<file path="config.mk">
export PLATFORM = sky130hd
export DESIGN_NAME = ring_slot_arbiter
export DESIGN_NICKNAME = d
export VERILOG_FILES = /design/src/rtl/ring_pkg.sv /design/src/rtl/ring_slot_arbiter_onehot_encoder.sv /design/src/rtl/ring_slot_arbiter.sv
export SDC_FILE = /design/constraint.sdc
export NUM_CORES = 1
export LEC_CHECK = 0
export CELL_PAD_IN_SITES_DETAIL_PLACEMENT = 0
export CELL_PAD_IN_SITES_GLOBAL_PLACEMENT = 1
export CORE_MARGIN = 8
export CORE_UTILIZATION = 37
export DETAILED_ROUTE_END_ITERATION = 7
export GPL_ROUTABILITY_DRIVEN = 1
export PLACE_DENSITY_LB_ADDON = 0.25
export SETUP_SLACK_MARGIN = 0.2
export SKIP_CTS_REPAIR_TIMING = 1
export SYNTH_ARGS = -nofsm -noshare
export SYNTH_HDL_FRONTEND = slang
export SYNTH_SLANG_ARGS = --single-unit
export TNS_END_PERCENT = 100
</file>
<file path="constraint.sdc">
create_clock -name clk -period 4.05 [get_ports clk]
set_input_delay 0.81 -clock clk [delete_from_list [all_inputs] [get_ports clk]]
set_output_delay 0.81 -clock clk [all_outputs]
set_load 0.01 [all_outputs]
</file>
<file path="src/rtl/ring_pkg.sv">
// rtl/ring_pkg.sv - shared types and constants for the ring slot arbiter
package ring_pkg;

  typedef enum logic [1:0] {
    IDLE  = 2'd0,
    GRANT = 2'd1,
    ERROR = 2'd2
  } arb_state_t;

  localparam int ERR_CNT_W  = 8;
  localparam int RESYNC_LEN = 2;

endpackage

</file>
<file path="src/rtl/ring_slot_arbiter_onehot_encoder.sv">
// rtl/ring_slot_arbiter_onehot_encoder.sv - one-hot validity check and binary index encoder
module onehot_encoder #(
  parameter int WIDTH_REG = 8
) (
  input  logic [WIDTH_REG-1:0]         onehot,
  output logic                         valid,
  output logic [$clog2(WIDTH_REG)-1:0] idx
);

  localparam int IDX_W = $clog2(WIDTH_REG);

  // OR of set-bit positions; only meaningful when exactly one bit is hot
  always_comb begin
    idx = '0;
    for (int i = 0; i < WIDTH_REG; i++) begin
      if (onehot[i]) begin
        idx = idx | i[IDX_W-1:0];
      end
    end
  end

  // x & (x-1) clears the lowest set bit, so zero means at most one bit was set
  assign valid = (onehot != '0) && ((onehot & (onehot - WIDTH_REG'(1))) == '0);

endmodule

</file>
<file path="src/rtl/ring_slot_arbiter.sv">
// rtl/ring_slot_arbiter.sv - time-division slot arbiter driven by a one-hot ring,
// with hold timeout and ring integrity checking
module ring_slot_arbiter
  import ring_pkg::*;
#(
  parameter int WIDTH_REG = 8,
  parameter int MAX_HOLD  = 4
) (
  input  logic                         clk,
  input  logic                         rst,
  input  logic [WIDTH_REG-1:0]         slot_onehot,
  input  logic [WIDTH_REG-1:0]         req,
  input  logic                         done,
  output logic [WIDTH_REG-1:0]         gnt,
  output logic [$clog2(WIDTH_REG)-1:0] gnt_idx,
  output logic                         gnt_valid,
  output logic                         gnt_timeout,
  output logic                         slot_err,
  output logic                         err_sticky,
  output logic [ERR_CNT_W-1:0]         err_cnt
);

  localparam int IDX_W     = $clog2(WIDTH_REG);
  localparam int HOLD_W    = (MAX_HOLD > 1) ? $clog2(MAX_HOLD) : 1;
  localparam logic [HOLD_W-1:0] HOLD_LAST   = HOLD_W'(MAX_HOLD - 1);
  localparam logic [1:0]        RESYNC_LAST = 2'(RESYNC_LEN - 1);

  arb_state_t              state_q, state_d;
  logic [HOLD_W-1:0]       hold_cnt, hold_d;
  logic [1:0]              resync_cnt, resync_d;
  logic [WIDTH_REG-1:0]    gnt_d;
  logic [IDX_W-1:0]        idx_d;
  logic                    valid_d;
  logic                    timeout_d;
  logic                    slot_err_d;
  logic                    sticky_d;
  logic [ERR_CNT_W-1:0]    err_cnt_d;

  logic                    slot_valid;
  logic [IDX_W-1:0]        slot_idx;
  logic                    req_held;
  logic                    slot_hit;

  onehot_encoder #(
    .WIDTH_REG(WIDTH_REG)
  ) u_enc (
    .onehot(slot_onehot),
    .valid (slot_valid),
    .idx   (slot_idx)
  );

  assign req_held = |(req & gnt);
  assign slot_hit = |(req & slot_onehot);

  always_ff @(posedge clk) begin
    if (rst) begin
      state_q     <= IDLE;
      hold_cnt    <= '0;
      resync_cnt  <= '0;
      gnt         <= '0;
      gnt_idx     <= '0;
      gnt_valid   <= 1'b0;
      gnt_timeout <= 1'b0;
      slot_err    <= 1'b0;
      err_sticky  <= 1'b0;
      err_cnt     <= '0;
    end else begin
      state_q     <= state_d;
      hold_cnt    <= hold_d;
      resync_cnt  <= resync_d;
      gnt         <= gnt_d;
      gnt_idx     <= idx_d;
      gnt_valid   <= valid_d;
      gnt_timeout <= timeout_d;
      slot_err    <= slot_err_d;
      err_sticky  <= sticky_d;
      err_cnt     <= err_cnt_d;
    end
  end

  always_comb begin
    state_d    = state_q;
    hold_d     = hold_cnt;
    resync_d   = resync_cnt;
    gnt_d      = gnt;
    idx_d      = gnt_idx;
    valid_d    = gnt_valid;
    timeout_d  = 1'b0;
    slot_err_d = ~slot_valid;
    sticky_d   = err_sticky | ~slot_valid;
    err_cnt_d  = err_cnt;

    if (!slot_valid && (err_cnt != '1)) begin
      err_cnt_d = err_cnt + ERR_CNT_W'(1);
    end

    // a corrupt ring sample overrides whatever the current state wants to do
    if (!slot_valid) begin
      state_d  = ERROR;
      hold_d   = '0;
      resync_d = '0;
      gnt_d    = '0;
      idx_d    = '0;
      valid_d  = 1'b0;
    end else begin
      unique case (state_q)
        IDLE: begin
          if (slot_hit) begin
            state_d = GRANT;
            gnt_d   = slot_onehot;
            idx_d   = slot_idx;
            valid_d = 1'b1;
            hold_d  = '0;
          end
        end
        GRANT: begin
          if (done || !req_held || (hold_cnt == HOLD_LAST)) begin
            state_d   = IDLE;
            timeout_d = !done && req_held;
            hold_d    = '0;
            gnt_d     = '0;
            idx_d     = '0;
            valid_d   = 1'b0;
          end else begin
            hold_d = hold_cnt + HOLD_W'(1);
          end
        end
        ERROR: begin
          if (resync_cnt == RESYNC_LAST) begin
            state_d  = IDLE;
            resync_d = '0;
          end else begin
            resync_d = resync_cnt + 2'd1;
          end
        end
        default: begin
          state_d = IDLE;
        end
      endcase
    end
  end

endmodule

</file>
Word level (Yosys, flattened, before mapping)
Index checks and enable logic that the tools add are counted.
- register bits: 29
- input bits: 19
- output and inout bits: 23
- word-level logic and storage cells: 78
- add/sub/neg operators: 4
- equality and inequality tests: 11
- muxes and demuxes: 25
- bitwise operators: 7
- reductions and logical operators: 20
- operators with widths (operator ; number):
    $and A8 B8 Y8 ; 3
    $mux W2 ; 9
    $mux W3 ; 6
    $mux W8 ; 2
    $pmux W8 S2 ; 1
    $reduce_or A8 Y1 ; 2
    $ne A3 B3 Y1 const B ; 3
    $reduce_and A3 Y1 ; 3
    $add A8 B1 Y8 const B ; 1
    $logic_not A8 Y1 ; 1
    $ne A8 B8 Y1 const B ; 1
    $reduce_bool A8 Y1 ; 1
    $sub A8 B1 Y8 const B ; 1
    $ne A2 B2 Y1 const B ; 3
    $pmux W2 S3 ; 1
    $pmux W3 S2 ; 1
    $add A2 B1 Y2 const B ; 2
    $eq A2 B1 Y1 const B ; 2
    $eq A2 B2 Y1 const B ; 2
    $pmux W2 S2 ; 1
    $reduce_or A4 Y1 ; 1
    $logic_and A1 B1 Y1 ; 3
    $logic_not A1 Y1 ; 3
    $mux W1 ; 3
    8 further kinds ; 11

Longest topological paths before layout
- depth after elaboration: 9
- gate-level depth with buffers: 7
- mapped depth without buffers: 6

Cells and area by module
A second synthesis with hierarchy kept.
- cell total of the unflattened synthesis: 170
- area, all modules: 1480.2 µm²
- by module, submodules not included (module ; instances ; cells each ; area each (µm²) ; sequential area each (µm²)):
    ring_slot_arbiter ; 1 ; 156 ; 1362.6 ; 580.6
    onehot_encoder ; 1 ; 14 ; 117.6 ; 0.0

Worst setup path before layout
OpenSTA, ideal clock, no wires.
- path kind: input-to-reg
- start point: input port slot_onehot[3]
- end point: register err_cnt[5]
- library setup time: 0.123 ns
- arrival: 2.475 ns
- required time: 3.927 ns
- path slack: 1.451 ns
- stages on the path: 5
- buffers on the path: 0
- cells stage by stage: or4_1 or3_4 a32oi_4 nor4_2 mux2_1
- word-level cells in the longest chain between the ends: 6
- elaborated cells on any way between the ends: 7
- those cells by class: add/sub (1); bitwise (1); reduce/logical (5)
- ends and longest elaborated chain (item ; RTL line ; source):
    start, declared ; ring_slot_arbiter.sv:11 ; input logic [WIDTH_REG-1:0] slot_onehot,
    $sub A8 B1 Y8 ; ring_slot_arbiter_onehot_encoder.sv:23 ; assign valid = (onehot != '0) && ((onehot & (onehot - WIDTH_REG'(1))) == '0);
    $and A8 B8 Y8 ; ring_slot_arbiter_onehot_encoder.sv:23 ;
    $logic_not A8 Y1 ; ring_slot_arbiter_onehot_encoder.sv:23 ;
    $logic_and A1 B1 Y1 * ; ring_slot_arbiter_onehot_encoder.sv:23 ;
    $logic_not A1 Y1 * ; - ;
    $logic_and A1 B1 Y1 * ; ring_slot_arbiter.sv:93 ; if (!slot_valid && (err_cnt != '1)) begin
    end signal, assigned ; ring_slot_arbiter.sv:77 ; err_cnt <= err_cnt_d;
    end, declared ; ring_slot_arbiter.sv:20 ; output logic [ERR_CNT_W-1:0] err_cnt
Every way passes the cells marked *; elsewhere a longest branch is shown, timed or not.
A chain may end at the register's enable or synchronous reset.

Worst setup path in the final report
- start point: input port slot_onehot[3]
- end point: register state_q[0]
- word-level cells in the longest chain between the ends: 6
- elaborated cells on any way between the ends: 11
- those cells by class: add/sub (1); eq/ne (1); bitwise (3); reduce/logical (6)
- ends and longest elaborated chain (item ; RTL line ; source):
    $sub A8 B1 Y8 ; ring_slot_arbiter_onehot_encoder.sv:23 ;
    $and A8 B8 Y8 ; ring_slot_arbiter_onehot_encoder.sv:23 ;
    $logic_not A8 Y1 ; ring_slot_arbiter_onehot_encoder.sv:23 ;
    $logic_and A1 B1 Y1 ; ring_slot_arbiter_onehot_encoder.sv:23 ;
    $not A1 Y1 (no line) ; - ;
    $reduce_or A2 Y1 (no line) ; - ;
    end signal, assigned ; ring_slot_arbiter.sv:68 ; state_q <= state_d;
    end, declared ; ring_slot_arbiter.sv:28 ; arb_state_t state_q, state_d;
Several ways; a longest one is shown, not always the timed one.

==> results.py <==
metrics = {
    "yosys": {
        "netlist_top_cells_count": "29 x dfxtp_1, 21 x nor2_1, 12 x a21oi_1, 12 x a22oi_1, 12 x nand2_1",
        "synth_top_area_cell": "dfxtp_1",
        "synth_edf_count": 0,
        "ys.flop_type": "dfxtp_1",
        "synthCells": 153,
        "syn_area_per_cell_sq_um": 9.21,
        "yosysTopAreaCellShare_pct": 41.2,
        "async_flop_share_pct": 0,
        "yosys_register_bits": 29,
        "syn_area_sq_um": 1410,
        "yosysMostFrequentCell": "dfxtp_1",
        "synth-seq-area-share_pct": 41.2,
        "yosys-top-cells-area": "dfxtp_1 41%, a22oi_1 6.4%, nor2_1 5.6%",
        "yosysWarnings": 0,
        "syn_nets": 174,
        "synth_cell_types": 39,
    },
    "detailed_routing": {
        "dr.pass1.iters": 4,
        "highest_layer": "met4",
        "via_per_inst": 5.57,
        "vias": 1364,
        "wl_met2_um": 1840,
        "drc_errors": 0,
        "wl_met1_um": 1660,
        "drtIter0Drc": 85,
        "wl_met3_um": 322,
        "wl_um": 3870,
        "routedWlPerCell_um": 15.8,
        "ant_nets": 0,
    },
    "sta": {
        "worst-slew-pin-transition_ns": 0.900,
        "slew_headroom_pct": 40.0,
        "rsz0062_at_grt": "false",
        "period_share_pct": 80.0,
        "fmax_mhz": 309,
        "drv_slew": 0,
        "setup_tns_ns": 0,
        "setup_ws_ns": 0.810,
        "min_period_ns": 3.24,
        "setup_violations": 0,
        "hold_violations": 0,
        "fin_worst_skew_ns": 0.00778,
    },
    "worst_setup_path": {
        "start_kind": "input port",
        "crit_family": "simple AND/OR/NAND/NOR gates",
        "arrival_ns": 3.43,
        "cp_max_fo": 18,
        "crit_path_cell_trace": "clkdlybuf4s50_1, or4_1, or3_4, a32oi_4, nand2_4, a2111oi_4",
        "cpMaxStageDelayCell": "or4_1",
        "path_buf_inv": 1,
        "crit_type": "in -> reg",
        "endpoint_kind": "flip-flop",
        "cp.required_ns": 4.24,
        "critPathMaxStageDelay_ns": 0.61,
    },
    "cts": {
        "cts.htree.levels": 2,
        "cts_tree": "yes",
        "clock-sinks": 29,
        "root_buffer": "clkbuf_8",
        "clk_pin_slew_ns": 0.06,
        "insertion_delay_ns": 0.29,
        "cts_buffers": 5,
        "clockBufferDepth": 2,
    },
    "floorplan": {
        "fp.dieW_um": 77.7,
        "die_area_sq_um": 6040,
        "io_pins": 42,
        "core_sq_um": 3660,
        "row_count": 22,
        "die_y_um": 77.7,
        "initial_core_util_pct": 38.5,
    },
    "placed_design": {
        "dp_slack_ns": 0.531,
        "port_buffers": 41,
        "globalplace.congestion": 0.795,
        "detailed_place_hpwl_um": 2840,
    },
    "global_routing": {
        "grt_pass1_vias": 1327,
        "grt-ovfl-total": 0,
        "grt.total_usage_pct": 13.1,
        "grt_pass1_wl_um": 6450,
        "antenna_found_initial": 0,
        "grt_max_degree": 19,
    },
    "pwr": {
        "power_density_nw_per_um2": 350,
        "leakage_uw": 0.000661,
        "ir_drop_v": 0.000188,
    },
    "hold_path": {
        "hp-class": "reg -> reg",
    },
    "cells_and_area": {
        "nNetsFinal": 217,
        "areaGrowthSynthToFinish_pct": 39.5,
        "antenna_cells": 0,
        "drive_gt1_share_pct": 9.14,
    },
    "run_status": {
        "status": "complete, no violations",
    },
    "flow_run": {
        "maxCapViolCount": 0,
    },
}
==> final cells by class <==
class                      count  area, sq um
sequential                    29          581
fill                         342         1700
clock buffer                   7         86.3
tap                           48         60.1
inverter                       4         15.0
timing repair buffer          42          418
clock inverter                 1         30.0
multi-input combinational    114          776
==> final timing paths <==
path	start	end	slack [ns]	cells after the start
worst max-delay path	slot_onehot[3]	state_q[0]	0.81	6
worst min-delay path	resync_cnt[1]	resync_cnt[1]	0.43	2
worst max register to register	gnt[3]	gnt[0]	1.94	5
worst min register to register	resync_cnt[1]	resync_cnt[1]	0.43	2
==> sequential cells by signal (all words and copies together) (netlist names) <==
signal       flops
state_q          2
gnt_valid        1
err_cnt          8
err_sticky       1
gnt_idx          3
gnt              8
gnt_timeout      1
resync_cnt       2
hold_cnt         2
slot_err         1
==> layer usage <==
metal | track usage, % | vias to the layer above
met1 | 14.6 | 659
met2 | 21.6 | 35
met4 | 3.96 | 0
li1 | - | 663
met3 | 6.11 | 7
met5 | 0 | -
==> power by group <==
part | leakage [uW] | switching (uW) | internal, uW
sequential | 0.000235 | 5.66 | 291
clock | 0.0000585 | 110 | 200
combinational | 0.000367 | 40.0 | 40.7
total | 0.000661 | 156 | 532
==> layout by cell type (no fill, tap or decap), types with 2 or more instances in the layout <==
cell,count
clkdlybuf4s50_1,41
dfxtp_1,29
nor2_1,21
a22oi_1,12
a21oi_1,12
nand2_1,12
o41ai_1,6
clkbuf_8,6
nand3_1,5
nor2b_1,4
a22o_1,4
inv_1,4
or4_1,4
nor4_1,3
nor3_1,2
xnor2_1,2
nor4_2,2
o31ai_1,2
o311ai_1,2
ha_1,2
==> stage by stage <==
step | util [%] | instance area, sq um | hold WS, ns | instances | total power, uW
3_5_place_dp | 50.5 | 1850 | 0.417 | 237 | 383
6_report | 53.7 | 1970 | 0.425 | 245 | 687
3_3_place_gp | 50.5 | 1850 | 0.419 | 237 | 381
5_1_grt | 53.7 | 1970 | 0.472 | 245 | 714
4_1_cts | 53.7 | 1970 | 0.427 | 245 | 693
2_1_floorplan | - | 1410 | 0.406 | 153 | 340
==> tightest hold or removal path, delay by kind of cell (launching register included) <==
family           cells  cell delay [ns]
and+or+nand+nor      2             0.08
DFF                  1             0.30
==> logic make-up (layout without fill, tap and decap cells) <==
kind of cell / count (synthesis) / count (layout) / synth area share, %
and+or+nand+nor: 61 / 61 / 22.6
AOI/OAI and AO/OA: 45 / 45 / 26.2
DFF: 29 / 29 / 41.2
buffers and inverters: 10 / 54 / 3.73
adders and majority gates: 3 / 3 / 2.49
muxes: 3 / 3 / 2.58
xor gates and xnor gates: 2 / 2 / 1.24
Note: power is estimated with default switching activity, not from simulation.
